===== src/rtl/deserializer.sv =====
`default_nettype none
// +--------------------------------------------------------------------------+
// | Module      : deserializer                                               |
// | Description : Reassembles an Nout-bit word from ceil(Nout/Nin) narrow    |
// |               chunks, least-significant chunk first. A separate assembly |
// |               register collects the next word while the previous one     |
// |               waits in the output holding register for acknowledge.      |
// | Ports       : clk    - sole clock, rising edge                           |
// |               reset  - asynchronous active-low reset                     |
// |               flush  - realign to chunk 0 (DESERIALIZER_FLUSH_EN only)   |
// |               in_v/in_d/in_a    - narrow input channel (in_a driven here) |
// |               out_v/out_d/out_a - wide output channel (out_a from sink)  |
// | Options     : define DESERIALIZER_FLUSH_EN to add the flush input.       |
// | Revision    : 1.0 - initial release                                      |
// +--------------------------------------------------------------------------+
module deserializer #(
  parameter int Nin  = 16,
  parameter int Nout = 36
) (
  input  logic            clk,
  input  logic            reset,
`ifdef DESERIALIZER_FLUSH_EN
  input  logic            flush,
`endif
  input  logic            in_v,
  input  logic [Nin-1:0]  in_d,
  output logic            in_a,
  output logic            out_v,
  output logic [Nout-1:0] out_d,
  input  logic            out_a
);

  localparam int D     = (Nout + Nin - 1) / Nin;
  localparam int PW    = (D > 1) ? $clog2(D) : 1;
  localparam int LASTW = Nout - Nin * (D - 1);
  localparam logic [PW-1:0] LAST_PHASE = PW'(D - 1);

  logic [PW-1:0]   phase;
  logic [Nout-1:0] asm_reg;
  logic [Nout-1:0] hold_reg;
  logic            full;

  logic            flush_now;
  logic            is_last;
  logic            in_xfer;
  logic            out_xfer;
  logic            load;
  logic [Nout-1:0] merged;

`ifdef DESERIALIZER_FLUSH_EN
  assign flush_now = flush;
`else
  assign flush_now = 1'b0;
`endif

  assign is_last  = (phase == LAST_PHASE);
  // Non-final chunks are always absorbed; the final chunk needs a free
  // holding register, or one being emptied on this same edge.
  assign in_a     = !flush_now && (!is_last || !full || out_a);
  assign in_xfer  = in_v && in_a;
  assign out_xfer = full && out_a;
  assign load     = in_xfer && is_last;

  assign out_v = full;
  assign out_d = hold_reg;

  // Assembly register with the incoming chunk merged into its slot. The
  // final slot may be narrower than Nin; surplus high bits of in_d drop out.
  always_comb begin
    merged = asm_reg;
    for (int i = 0; i < D - 1; i++) begin
      if (phase == PW'(i)) begin
        merged[i*Nin +: Nin] = in_d;
      end
    end
    if (is_last) begin
      merged[Nout-1 -: LASTW] = in_d[LASTW-1:0];
    end
  end

  always_ff @(posedge clk or negedge reset) begin
    if (!reset) begin
      phase    <= '0;
      asm_reg  <= '0;
      hold_reg <= '0;
      full     <= 1'b0;
    end else begin
      if (flush_now) begin
        phase <= '0;
      end else if (in_xfer) begin
        asm_reg <= merged;
        phase   <= is_last ? '0 : phase + 1'b1;
      end

      // A load while the sink takes the old word keeps full high: no bubble.
      if (load) begin
        hold_reg <= merged;
        full     <= 1'b1;
      end else if (out_xfer) begin
        full <= 1'b0;
      end
    end
  end

endmodule
`default_nettype wire

===== config.mk =====
export PLATFORM = sky130hd
export DESIGN_NAME = deserializer
export DESIGN_NICKNAME = d
export VERILOG_FILES = /design/src/rtl/deserializer.sv
export SDC_FILE = /design/constraint.sdc
export NUM_CORES = 1
export LEC_CHECK = 0
export CORE_AREA = 2 2 83 85
export CTS_BUF_LIST = sky130_fd_sc_hd__clkbuf_2 sky130_fd_sc_hd__clkbuf_4 sky130_fd_sc_hd__clkbuf_8
export DETAILED_ROUTE_END_ITERATION = 8
export DIE_AREA = 0 0 85 87
export HOLD_SLACK_MARGIN = 0.06
export PLACE_DENSITY = 0.69
export SLEW_MARGIN = 20
export SYNTH_ARGS = -nofsm -noshare
export SYNTH_HDL_FRONTEND = slang
export SYNTH_SLANG_ARGS = --single-unit
export TNS_END_PERCENT = 20

===== constraint.sdc =====
create_clock -name clk -period 2.15 [get_ports clk]
set_clock_uncertainty 0.05 [all_clocks]
set_input_delay 0.43 -clock clk [delete_from_list [all_inputs] [get_ports clk]]
set_output_delay 0.43 -clock clk [all_outputs]
set_load 0.01 [all_outputs]

### After elaboration in Yosys (flattened, before gate mapping)

Index checks and enable logic that the tools add are counted.

| word-level totals | value |
|---|---|
| bits in registers | 75 |
| bits of input ports | 20 |
| output and inout bits | 38 |
| logic and storage cells | 22 |

| cells by class | value |
|---|---|
| add/sub/neg operators | 1 |
| equality and inequality tests | 2 |
| muxes and demuxes | 6 |
| reduce and logical (&&, ||, !) cells | 9 |

Operators by type and width:

| kind | number |
|---|---|
| $mux 16 | 2 |
| $mux 4 | 1 |
| $logic_and 1x1->1 | 3 |
| $add 2x1->2 const B | 1 |
| $eq 2x1->1 const B | 1 |
| $eq 2x2->1 const B | 1 |
| $logic_not 1->1 | 2 |
| $logic_not 2->1 | 1 |
| $logic_or 1x1->1 | 2 |
| $mux 1 | 2 |
| $mux 2 | 1 |
| $reduce_bool 2->1 | 1 |

### Longest topological paths before layout

Gate-level depths: netlist (run 1).

| logic depth | value |
|---|---|
| depth in word-level cells | 7 |
| gate-level depth with buffers | 5 |
| gate-level depth less buffers | 3 |

### Worst setup path before layout (run 1)

OpenSTA, ideal clock, no wires.

| path | value |
|---|---|
| kind | input to register |
| start | input out_a |
| end | register hold_reg[10], in the netlist out_d[10] |
| setup time | 0.125 ns |
| data arrival time | 1.319 ns |
| data required time | 1.975 ns |
| path slack | 0.656 ns |
| stages | 5 |
| buffers on the path | 2 |
| cells stage by stage | nand2b_1 > and3_1 > buf_6 > buf_12 > mux2_4 |

| between the ends | value |
|---|---|
| longest elaborated chain between the ends | 3 |

Ends and longest elaborated chain:

| what | RTL line | source |
|---|---|---|
| start, declared | 30 | `input logic out_a` |
| $logic_or 1x1->1 | 59 | `assign in_a = !flush_now && (!is_last \|\| !full \|\| out_a);` |
| $logic_and 1x1->1 | 60 | `assign in_xfer = in_v && in_a;` |
| $logic_and 1x1->1 | 62 | `assign load = in_xfer && is_last;` |
| end signal, assigned | 97 | `hold_reg <= merged;` |
| end, declared | 40 | `logic [Nout-1:0] hold_reg;` |

No other way between the ends.
A chain may end at the register's enable or synchronous reset.

### Worst setup path in the final report (run 1)

| path | value |
|---|---|
| start | input out_a |
| end | output in_a |

| between the ends | value |
|---|---|
| longest elaborated chain between the ends | 1 |

Ends and longest elaborated chain:

| what | RTL line | source |
|---|---|---|
| $logic_or 1x1->1 | 59 |  |
| end, declared | 27 | `output logic in_a,` |

No other way between the ends.

==> summary.txt, run 1 <==
Outcome
  • Status: finished, final reports clean

Setup path
  • WP data required: 1.67 ns
  • Crit Path Category: input port to output port
  • Critical Path AT: 1.50 ns
  • Worst-case reg-to-reg path depth: 4
  • Worst Setup Start Kind: input port
  • Reg2Reg Setup Slack: 0.58 ns
  • Worst setup EP type: output port
  • CP Max Fanout: 2

Yosys
  • Top_reg_cell synth: dfrtp_1
  • Largest family of logic cells by synthesized area: multiplexers
  • EDFF count, synth: 0
  • Post-synthesis async set-or-reset flop share: 100%
  • Largest area contributor in the netlist: dfrtp_1
  • Synth Net Count: 179
  • Mean area per synthesized cell: approximately 18 µm²
  • Netlist Area Pre-Place: 0.00288 mm²
  • Seq cells post-synth: 71
  • Multiplexer share of the synthesized area: 31.3%
  • Seq/Total Area, Yosys: 61.8%
  • Simple-Gate Fraction of Synth Area: under 10%
  • Top-count cell post-synth: dfrtp_1
  • Post-synthesis adder-cell area fraction: 0%
  • Count of cell types in the netlist: 18
  • Synth warn: 0
  • Yosys top cell area share: 61.8%
  • Synth Area in Compound Gates: less than 1%
  • Area contributors post-synth: dfrtp_1 (62%), mux2_4 (19%), mux2_2 (13%)
  • XOR/XNOR share of the synthesized area: 0%
  • Cells after synthesis: 159
  • Commonest cells post-synth: dfrtp_1 (71), mux2_4 (36), mux2_2 (32), buf_12 (4)

Drt
  • Vias: ~1,500
  • # DRC: 0
  • WL/cell: roughly 16 µm
  • Routed Wire Length: just under 5000 µm
  • Drt pass-1 iters: 6
  • Post-route antenna net violation count: 0
  • Routed vias/inst: around 4.8
  • Drt first-iter violations: 46

Layout
  • Filler cell count: 520
  • Non-Filler Instances: around 320
  • Max reg flops: 36
  • Sequential Area: 0.00178 mm²
  • Area grow syn2layout: 30.7%
  • Share of cells above drive strength 1: 43.2%
  • Number of antenna diodes: 0
  • Post-layout net count: 251
  • Multi-input gate area: 988 µm²
  • Fin area: 0.00376 mm²

Timing
  • Final Hold Violating Endpoints: 0
  • Fmax: 0.505 GHz
  • Final worst path period share: just over 90%
  • RSZ-0062 raised after global routing: no
  • Setup_tns: 0 ns
  • Minimum clock period: between 1.5 and 2 ns
  • Worst-Margin Slew: 0.350 ns
  • Normalized max-slew margin: 76.7%
  • Endpoints failing setup: 0
  • Fin worst setup slack: between 0.15 and 0.2 ns
  • Max Slew Vio Count: 0

GRT
  • GRT Overall Usage: 14.9%
  • Initial antenna violation count: 0
  • Remaining global-route overflow: 0
  • First-pass GRT wire length: 8310 µm
  • Largest net degree at the start of global routing: 29
  • Vias in the first global route: 1,611

Floorplanning
  • Initial Util: 43.8%
  • # rows: 30
  • Core ar.: 0.00657 mm²
  • Chip width: 85 µm
  • Die height: 87 µm
  • I/O Pins: 58
  • Die area: between 0.007 and 0.008 mm²

Placed design
  • DP HPWL: 3310 µm
  • Routability cong.: 0.671
  • Placed cell area: 0.00355 mm²
  • PortBufs: 57
  • Pre-CTS setup slack: -0.0253 ns
  • Placed insts: 299

Clocking
  • # Post-CTS Setup Buffers: 0
  • Clk sinks: 71
  • Clock root buffer: clkbuf_8
  • CTS tree: done
  • Deepest clock path buffer count: 2
  • TritonCTS Buffers: 9
  • Clock Latency Late Sink: 0.33 ns
  • Worst-path clk slew: roughly 0.070 ns
  • Htree depth: 3

Hold path
  • Hold Crit Class: flip-flop to flip-flop
  • WHS Path Cells: 1

Pwr
  • Worst vdd ir: 0.663 mV
  • PwrDens: 1510 mW/mm²
  • Leak: 1.65 nW

Run
  • Maxcap violations: 0
logic make-up (layout without fill, tap and decap cells):
group           count (synthesis)  count (layout)
flops                          71              71
mux                            68              68
buf+inv                         9              86
simple gates                    8               8
compound gates                  3               3
power by group:
| part | internal (mW) | leakage, nW | switching (mW) | total (mW) |
|---|---|---|---|---|
| logic | 1.54 | 0.701 | 0.689 | 2.23 |
| clock network | 0.588 | 0.107 | 0.465 | 1.05 |
| registers | 2.01 | 0.845 | 0.378 | 2.39 |
placed cells by master, fill, tap and decap left out:
cell type,instances
clkbuf_8,10
inv_1,2
clkbuf_4,2
buf_4,7
mux2_4,36
o31a_2,1
and3_2,1
buf_12,3
nor3_4,1
dlygate4sd2_1,1
clkdlybuf4s50_1,55
buf_2,1
nor2b_2,1
o21ai_0,1
nand3_2,1
dlygate4sd3_1,1
or2b_1,1
nand2b_1,1
bufinv_16,1
dfrtp_1,70
mux2_2,32
dfrtp_2,1
a21o_2,1
clkinv_2,3
nand2_1,2
critical path, stage by stage:
cell and delay (ns):
clkdlybuf4s50_1 0.39, nand2b_1 0.16, or2b_1 0.23, dlygate4sd2_1 0.28
timing repair:
action | 4_1_cts | 5_1_grt
endpoints found under the hold margin | 10 | 0
resized for setup | 2 | 0
setup endpoints to repair | 1 | 0
hold buffers | 1 | 0
path summary, 6_finish.rpt:
| path | startpoint | endpoint |
|---|---|---|
| worst min register to register | asm_reg[8] | out_d[8] |
| min in group asynchronous | reset | out_d[15] |
| max in group asynchronous | reset | asm_reg[8] |
| worst max register to register | phase[0] | out_d[7] |
| worst min-delay path | asm_reg[8] | out_d[8] |
| worst max-delay path | out_a | in_a |
layout make-up:
class / instances / share of cell area (%)
flip-flops and latches: 71 / 47.3
multi-input cells: 79 / 26.3
clock inverters: 4 / 1.20
well taps: 80 / 2.66
repair buffers: 68 / 18.3
clock buffers: 12 / 4.06
inverters: 2 / 0.200
layer usage:
metal	part of all wire (%)	vias to the layer above	GRT usage (%)
li1	-	699	-
met1	50	761	20.2
met2	45	41	22.1
met3	4.5	2	6.54
met4	0.32	0	3.90
met5	0	-	0
through the flow:
stage / hold WS [ns] / total power, mW / utilization [%]
after floorplan: 0.0844 / 3.68 / -
after global placement: 0.275 / 4.61 / 54.1
after detailed placement: 0.276 / 4.67 / 54.1
after CTS: 0.451 / 5.77 / 57.2
after global routing: 0.453 / 6.04 / 57.2
final: 0.447 / 5.68 / 57.2
Note: power is estimated with default switching activity, not from simulation.
==> inputs of run 2 (changes only) <==
Settings changed: GPL_TIMING_DRIVEN from default to 0, PLACE_DENSITY 0.69 to 0.7.
==> summary.txt, run 2 (synthesized netlist as in run 1, its figures left out) <==
Outcome
  • Status: finished, final reports clean

Clocking
  • TritonCTS Buffers: 9 (unchanged)
  • # Post-CTS Setup Buffers: 0 (unchanged)
  • Clock root buffer: clkbuf_8
  • Htree depth: 3 (unchanged)
  • Clock Latency Late Sink: 0.34 ns (about the same)
  • CTS tree: done
  • Worst-path clk slew: 0.08 ns (about the same)
  • Clk sinks: 71 (unchanged)
  • Deepest clock path buffer count: 2 (unchanged)

Layout
  • Most common cell after layout, fill and taps aside: dfrtp_1
  • Most frequent cells in the layout: dfrtp_1 (71), clkdlybuf4s50_1 (55), mux2_4 (36), mux2_2 (32), clkbuf_8 (11)
  • Number of antenna diodes: 0 (unchanged)
  • Multi-input gate area: 987 µm² (-0.13%)
  • Filler cell count: 524 (+0.77%)
  • Max reg flops: 36 (unchanged)
  • Sequential Area: 0.00178 mm² (about the same)
  • Share of cells above drive strength 1: 41.9% (-1.3 points)
  • Post-layout net count: 249 (-0.80%)
  • Area grow syn2layout: 33.1%
  • Non-Filler Instances: 314 (-0.63%)

GRT
  • First-pass GRT wire length: 8270 µm (-0.58%)
  • Remaining global-route overflow: 0 (unchanged)
  • Vias in the first global route: 1,663 (+3.2%)
  • Initial antenna violation count: 0 (unchanged)
  • GRT Overall Usage: 14.8% (-0.13 points)
  • Largest net degree at the start of global routing: 37 (+28%)

Pwr
  • Worst vdd ir: 0.800 mV (+21%)
  • PwrDens: 1560 mW/mm² (+3.3%)
  • Final Total Pwr: 5.98 mW (+5.2%)
  • Leak: 1.68 nW (+1.4%)

Run
  • Maxcap violations: 0 (unchanged)

Timing
  • Minimum clock period: 2.00 ns (+0.0220 ns)
  • Endpoints failing setup: 0 (unchanged)
  • Setup_tns: 0 ns (unchanged)
  • Fmax: 0.500 GHz (-1.1%)
  • RSZ-0062 raised after global routing: no
  • Max Slew Vio Count: 0 (unchanged)
  • Final worst path period share: 93.1% (+1.0 points)
  • Worst-Margin Slew: 0.465 ns (+0.115 ns)
  • Normalized max-slew margin: 69.0% (-7.7 points)
  • Final Hold Violating Endpoints: 0 (unchanged)
  • Fin worst setup slack: 0.149 ns (-0.0220 ns)

Setup path
  • Worst Setup Start Kind: input port
  • Worst-case reg-to-reg path depth: 3 (-1)
  • WP data required: 1.67 ns (about the same)
  • Worst setup startpoint: out_a
  • R2R Path Start: phase[0]
  • Reg2Reg Setup Slack: 0.43 ns (-0.15 ns)
  • Crit Path Category: input port to output port
  • Worst setup EP type: output port
  • Critical Path AT: 1.52 ns (+0.02 ns)
  • End of the critical path: in_a
  • CP Max Fanout: 4 (+2)
  • R2R Path End: asm_reg[6]

Drt
  • Routed vias/inst: 4.86 (+2.2%)
  • Post-route antenna net violation count: 0 (unchanged)
  • Vias: 1,527 (+1.6%)
  • Routed Wire Length: 5120 µm (+3.5%)
  • # DRC: 0 (unchanged)
  • Drt first-iter violations: 23 (-50%)
  • WL/cell: 16.3 µm (+4.2%)
  • Drt pass-1 iters: 3 (-3)

Hold path
  • Hold Crit Class: flip-flop to flip-flop

Floorplanning
  • # rows: 30 (unchanged)
  • Die area: 0.00740 mm² (unchanged)
  • Chip width: 85 µm (unchanged)
  • I/O Pins: 58 (unchanged)
  • Core ar.: 0.00657 mm² (unchanged)
  • Initial Util: 43.8% (unchanged)
  • Die height: 87 µm (unchanged)

Placed design
  • DP HPWL: 3450 µm (+4.3%)
  • Placed insts: 297 (-0.67%)
  • Routability cong.: 0.683 (+1.8%)
  • Pre-CTS setup slack: -0.193 ns (-0.168 ns)
  • PortBufs: 57 (unchanged)
-- run 2: changes by cell type in the layout (fill, tap and decap cells not counted), sizes merged --
cell / change
buf: -2
clkinv: -1
bufinv: +2
clkbuf: -1
-- run 2: final cells by class --
type,instances,area share (%)
Clock inverter,5,2.71
Timing Repair Buffer,59,15.6
Tap cell,80,2.62
Buffer,7,2.71
Multi-Input combinational cell,79,25.8
Inverter,2,0.196
Clock buffer,11,3.96
Sequential cell,71,46.4
-- run 2: repair_timing --
item                                    4_1_cts  5_1_grt
endpoints found under the setup margin        1        0
hold buffers                                  1        0
gates resized for setup                       1        0
endpoints found under the hold margin        35        0
-- run 2: worst min path at each step --
stage                      startpoint         end  cells past startpoint
after floorplan                 reset  asm_reg[0]                      0
after global placement    asm_reg[28]   out_d[28]                      1
after detailed placement        reset    out_d[0]                      1
after CTS                 asm_reg[22]   out_d[22]                      1
after global routing      asm_reg[22]   out_d[22]                      1
final                     asm_reg[22]   out_d[22]                      1
-- run 2: per-stage QoR --
step                      area (µm²)  hold WS (ns)  utilization [%]
after floorplan                 2880        0.0844                -
after global placement          3550         0.433             54.0
after detailed placement        3560         0.371             54.2
after CTS                       3830         0.453             58.3
after global routing            3830         0.463             58.3
final                           3830         0.445             58.3
-- run 2: metal layers --
layer  part of all wire, %  track usage [%]  vias up
met5                     0                0        -
met4                   1.2             4.76        0
met3                   7.2             6.82        8
met2                    45             21.5       50
met1                    47             19.8      777
li1                      -                -      692
-- run 2: worst max-delay path, stage by stage --
cell             delay [ns]
clkdlybuf4s50_1        0.39
nand2b_1               0.19
or2b_1                 0.23
dlygate4sd2_1          0.28
-- run 2: power by group --
group	internal (mW)	leakage [nW]	switching [mW]	total (mW)
logic	1.54	0.701	0.695	2.24
clock network	0.834	0.130	0.507	1.34
registers	2.01	0.847	0.385	2.40
total	4.39	1.68	1.59	5.98
==> inputs of run 3 (changes only) <==
Settings changed: PLACE_DENSITY 0.7 to default, PLACE_DENSITY_LB_ADDON from default to 0.15.
==> summary.txt, run 3 (synthesized netlist as in run 1, its figures left out) <==
Placed design
  • Routability cong.: 0.753 (+10%)
  • DP HPWL: 3620 µm (+4.8%)
  • Pre-CTS setup slack: -0.164 ns (+0.0290 ns)
  • Placed cell area: 0.00356 mm² (unchanged)
  • PortBufs: 57 (unchanged)

Drt
  • Post-route antenna net violation count: 0 (unchanged)
  • WL/cell: 16.7 µm (+2.7%)
  • Drt first-iter violations: 60 (+160%)
  • Met2 WL: 2530 µm (+10%)
  • Drt pass-1 iters: 4 (+1)
  • Met3 wire len: 263 µm (-29%)
  • Vias: 1,544 (+1.1%)
  • Routed Wire Length: 5240 µm (+2.3%)
  • Routed vias/inst: 4.93 (+1.4%)
  • M1 WL: 2360 µm (-1.5%)
  • # DRC: 0 (unchanged)
  • Highest metal layer with signal wires: met4

Hold path
  • Hold_sp: asm_reg[14]
  • Hold Crit Class: flip-flop to flip-flop
  • WHS Path Cells: 1 (unchanged)
  • Hold EP: out_d[14]

GRT
  • GRT Overall Usage: 15.6% (+0.82 points)
  • Largest net degree at the start of global routing: 46 (+24%)
  • Vias in the first global route: 1,700 (+2.2%)
  • Initial antenna violation count: 0 (unchanged)
  • Remaining global-route overflow: 0 (unchanged)
  • First-pass GRT wire length: 8760 µm (+6.0%)

Setup path
  • Slowest cell delay on critical path: 0.39 ns (about the same)
  • CP Max Fanout: 4 (unchanged)
  • Crit Path Category: input port to output port
  • R2R Path End: asm_reg[13]
  • Worst-case reg-to-reg path depth: 3 (unchanged)
  • CP Cell Sequence: clkdlybuf4s50_1 -> nand2b_1 -> or2b_1 -> dlygate4sd2_1
  • WP data required: 1.67 ns (about the same)
  • Worst Setup Start Kind: input port
  • Reg2Reg Setup Slack: 0.44 ns (about the same)
  • R2R Path Start: phase[0]
  • Buffers & Inverters on Critical Path: 2 (unchanged)
  • Slowest stage cell on the critical path: clkdlybuf4s50_1
  • Worst setup EP type: output port
  • Critical Path AT: 1.51 ns (about the same)
  • CP delay by family, top: buffers and inverters

Timing
  • Endpoints failing setup: 0 (unchanged)
  • Fmax: 0.504 GHz (+0.76%)
  • Normalized max-slew margin: 70.4% (+1.4 points)
  • Final worst path period share: 92.4% (-0.70 points)
  • Fin worst setup slack: 0.164 ns (+0.0151 ns)
  • Worst-Margin Slew: 0.443 ns (-0.0222 ns)
  • Setup_tns: 0 ns (unchanged)
  • Max Slew Vio Count: 0 (unchanged)
  • RSZ-0062 raised after global routing: no
  • Minimum clock period: 1.99 ns (-0.0151 ns)
  • Final Hold Violating Endpoints: 0 (unchanged)

Floorplanning
  • Die height: 87 µm (unchanged)
  • Core ar.: 0.00657 mm² (unchanged)
  • # rows: 30 (unchanged)
  • I/O Pins: 58 (unchanged)
  • Initial Util: 43.8% (unchanged)
  • Die area: 0.00740 mm² (unchanged)
  • Chip width: 85 µm (unchanged)

Run
  • Maxcap violations: 0 (unchanged)

Pwr
  • Worst vdd ir: 0.703 mV (-12%)
  • PwrDens: 1510 mW/mm² (-3.6%)
  • Leak: 1.65 nW (-1.8%)

Clocking
  • Worst-path clk slew: 0.07 ns (about the same)
  • Htree depth: 3 (unchanged)
  • TritonCTS Buffers: 9 (unchanged)
  • Clock root buffer: clkbuf_8
  • Clk sinks: 71 (unchanged)
  • # Post-CTS Setup Buffers: 0 (unchanged)
  • Clock Latency Late Sink: 0.33 ns (about the same)
  • Deepest clock path buffer count: 2 (unchanged)
  • CTS tree: done

Layout
  • Most frequent cells in the layout: dfrtp_1 (71), clkdlybuf4s50_1 (55), mux2_4 (36), mux2_2 (32), clkbuf_8 (9)
  • Post-layout net count: 249 (unchanged)
  • Most common cell after layout, fill and taps aside: dfrtp_1
  • Share of cells above drive strength 1: 41.6% (-0.25 points)
  • Area grow syn2layout: 30.5%
  • Max reg flops: 36 (unchanged)
  • Fin area: 0.00375 mm² (-1.9%)
  • Number of antenna diodes: 0 (unchanged)

Outcome
  • Status: finished, final reports clean
-- run 3: cell count changes in the layout (fill, tap and decap cells not counted), sizes merged --
cell    before  now
bufinv       3    1
clkbuf      11   10
clkinv       2    4
-- run 3: where the power goes --
group          switching, mW  internal, mW  total, mW  leakage, nW
combinational          0.711          1.54       2.25        0.701
clock                  0.460         0.534      0.994       0.0991
sequential             0.389          2.01       2.40        0.847
-- run 3: repair_timing --
action                                  CTS  global route
hold endpoints to repair                 26             0
gates resized for setup                   1             0
hold buffers                              1             0
endpoints found under the setup margin    1             0
-- run 3: layer usage --
layer	GRT usage [%]	up-vias
met5	0	-
met4	7.50	0
met1	20.6	791
li1	-	699
met3	4.27	10
met2	24.0	44
-- run 3: worst reg2reg max path, stage by stage (launching register included) --
cell	delay (ns)
dfrtp_1	0.47
nor3_4	0.43
buf_4	0.30
mux2_2	0.35
-- run 3: worst max path at each step --
| stage | slack, ns | depth (start not counted) | to | from |
|---|---|---|---|---|
| 3_3_place_gp | -1.53 | 1 | asm_reg[8] | reset |
| 6_report | 0.16 | 4 | in_a | out_a |
| 4_1_cts | 0.16 | 4 | in_a | out_a |
| 2_1_floorplan | 0.66 | 5 | out_d[10] | out_a |
| 3_5_place_dp | -0.16 | 5 | asm_reg[7] | in_v |
| 5_1_grt | 0.09 | 5 | asm_reg[11] | in_v |
-- run 3: cell type report --
type	instances	area, µm²
fillers	514	2820
inverters	2	7.51
plain buffers	7	104
flip-flops and latches	71	1780
clock inverters	5	50.0
well taps	80	100
multi-input cells	79	987
clock buffers	10	131
repair buffers	59	597
-- run 3: per-stage QoR --
stage               cells  hold WS (ns)  total power [mW]  util, %
floorplan             159        0.0844              3.68        -
global placement      296         0.436              4.61     54.0
detailed placement    297         0.317              4.71     54.2
CTS                   313         0.453              5.74     57.1
global route          313         0.461              6.00     57.1
finish                313         0.451              5.65     57.1
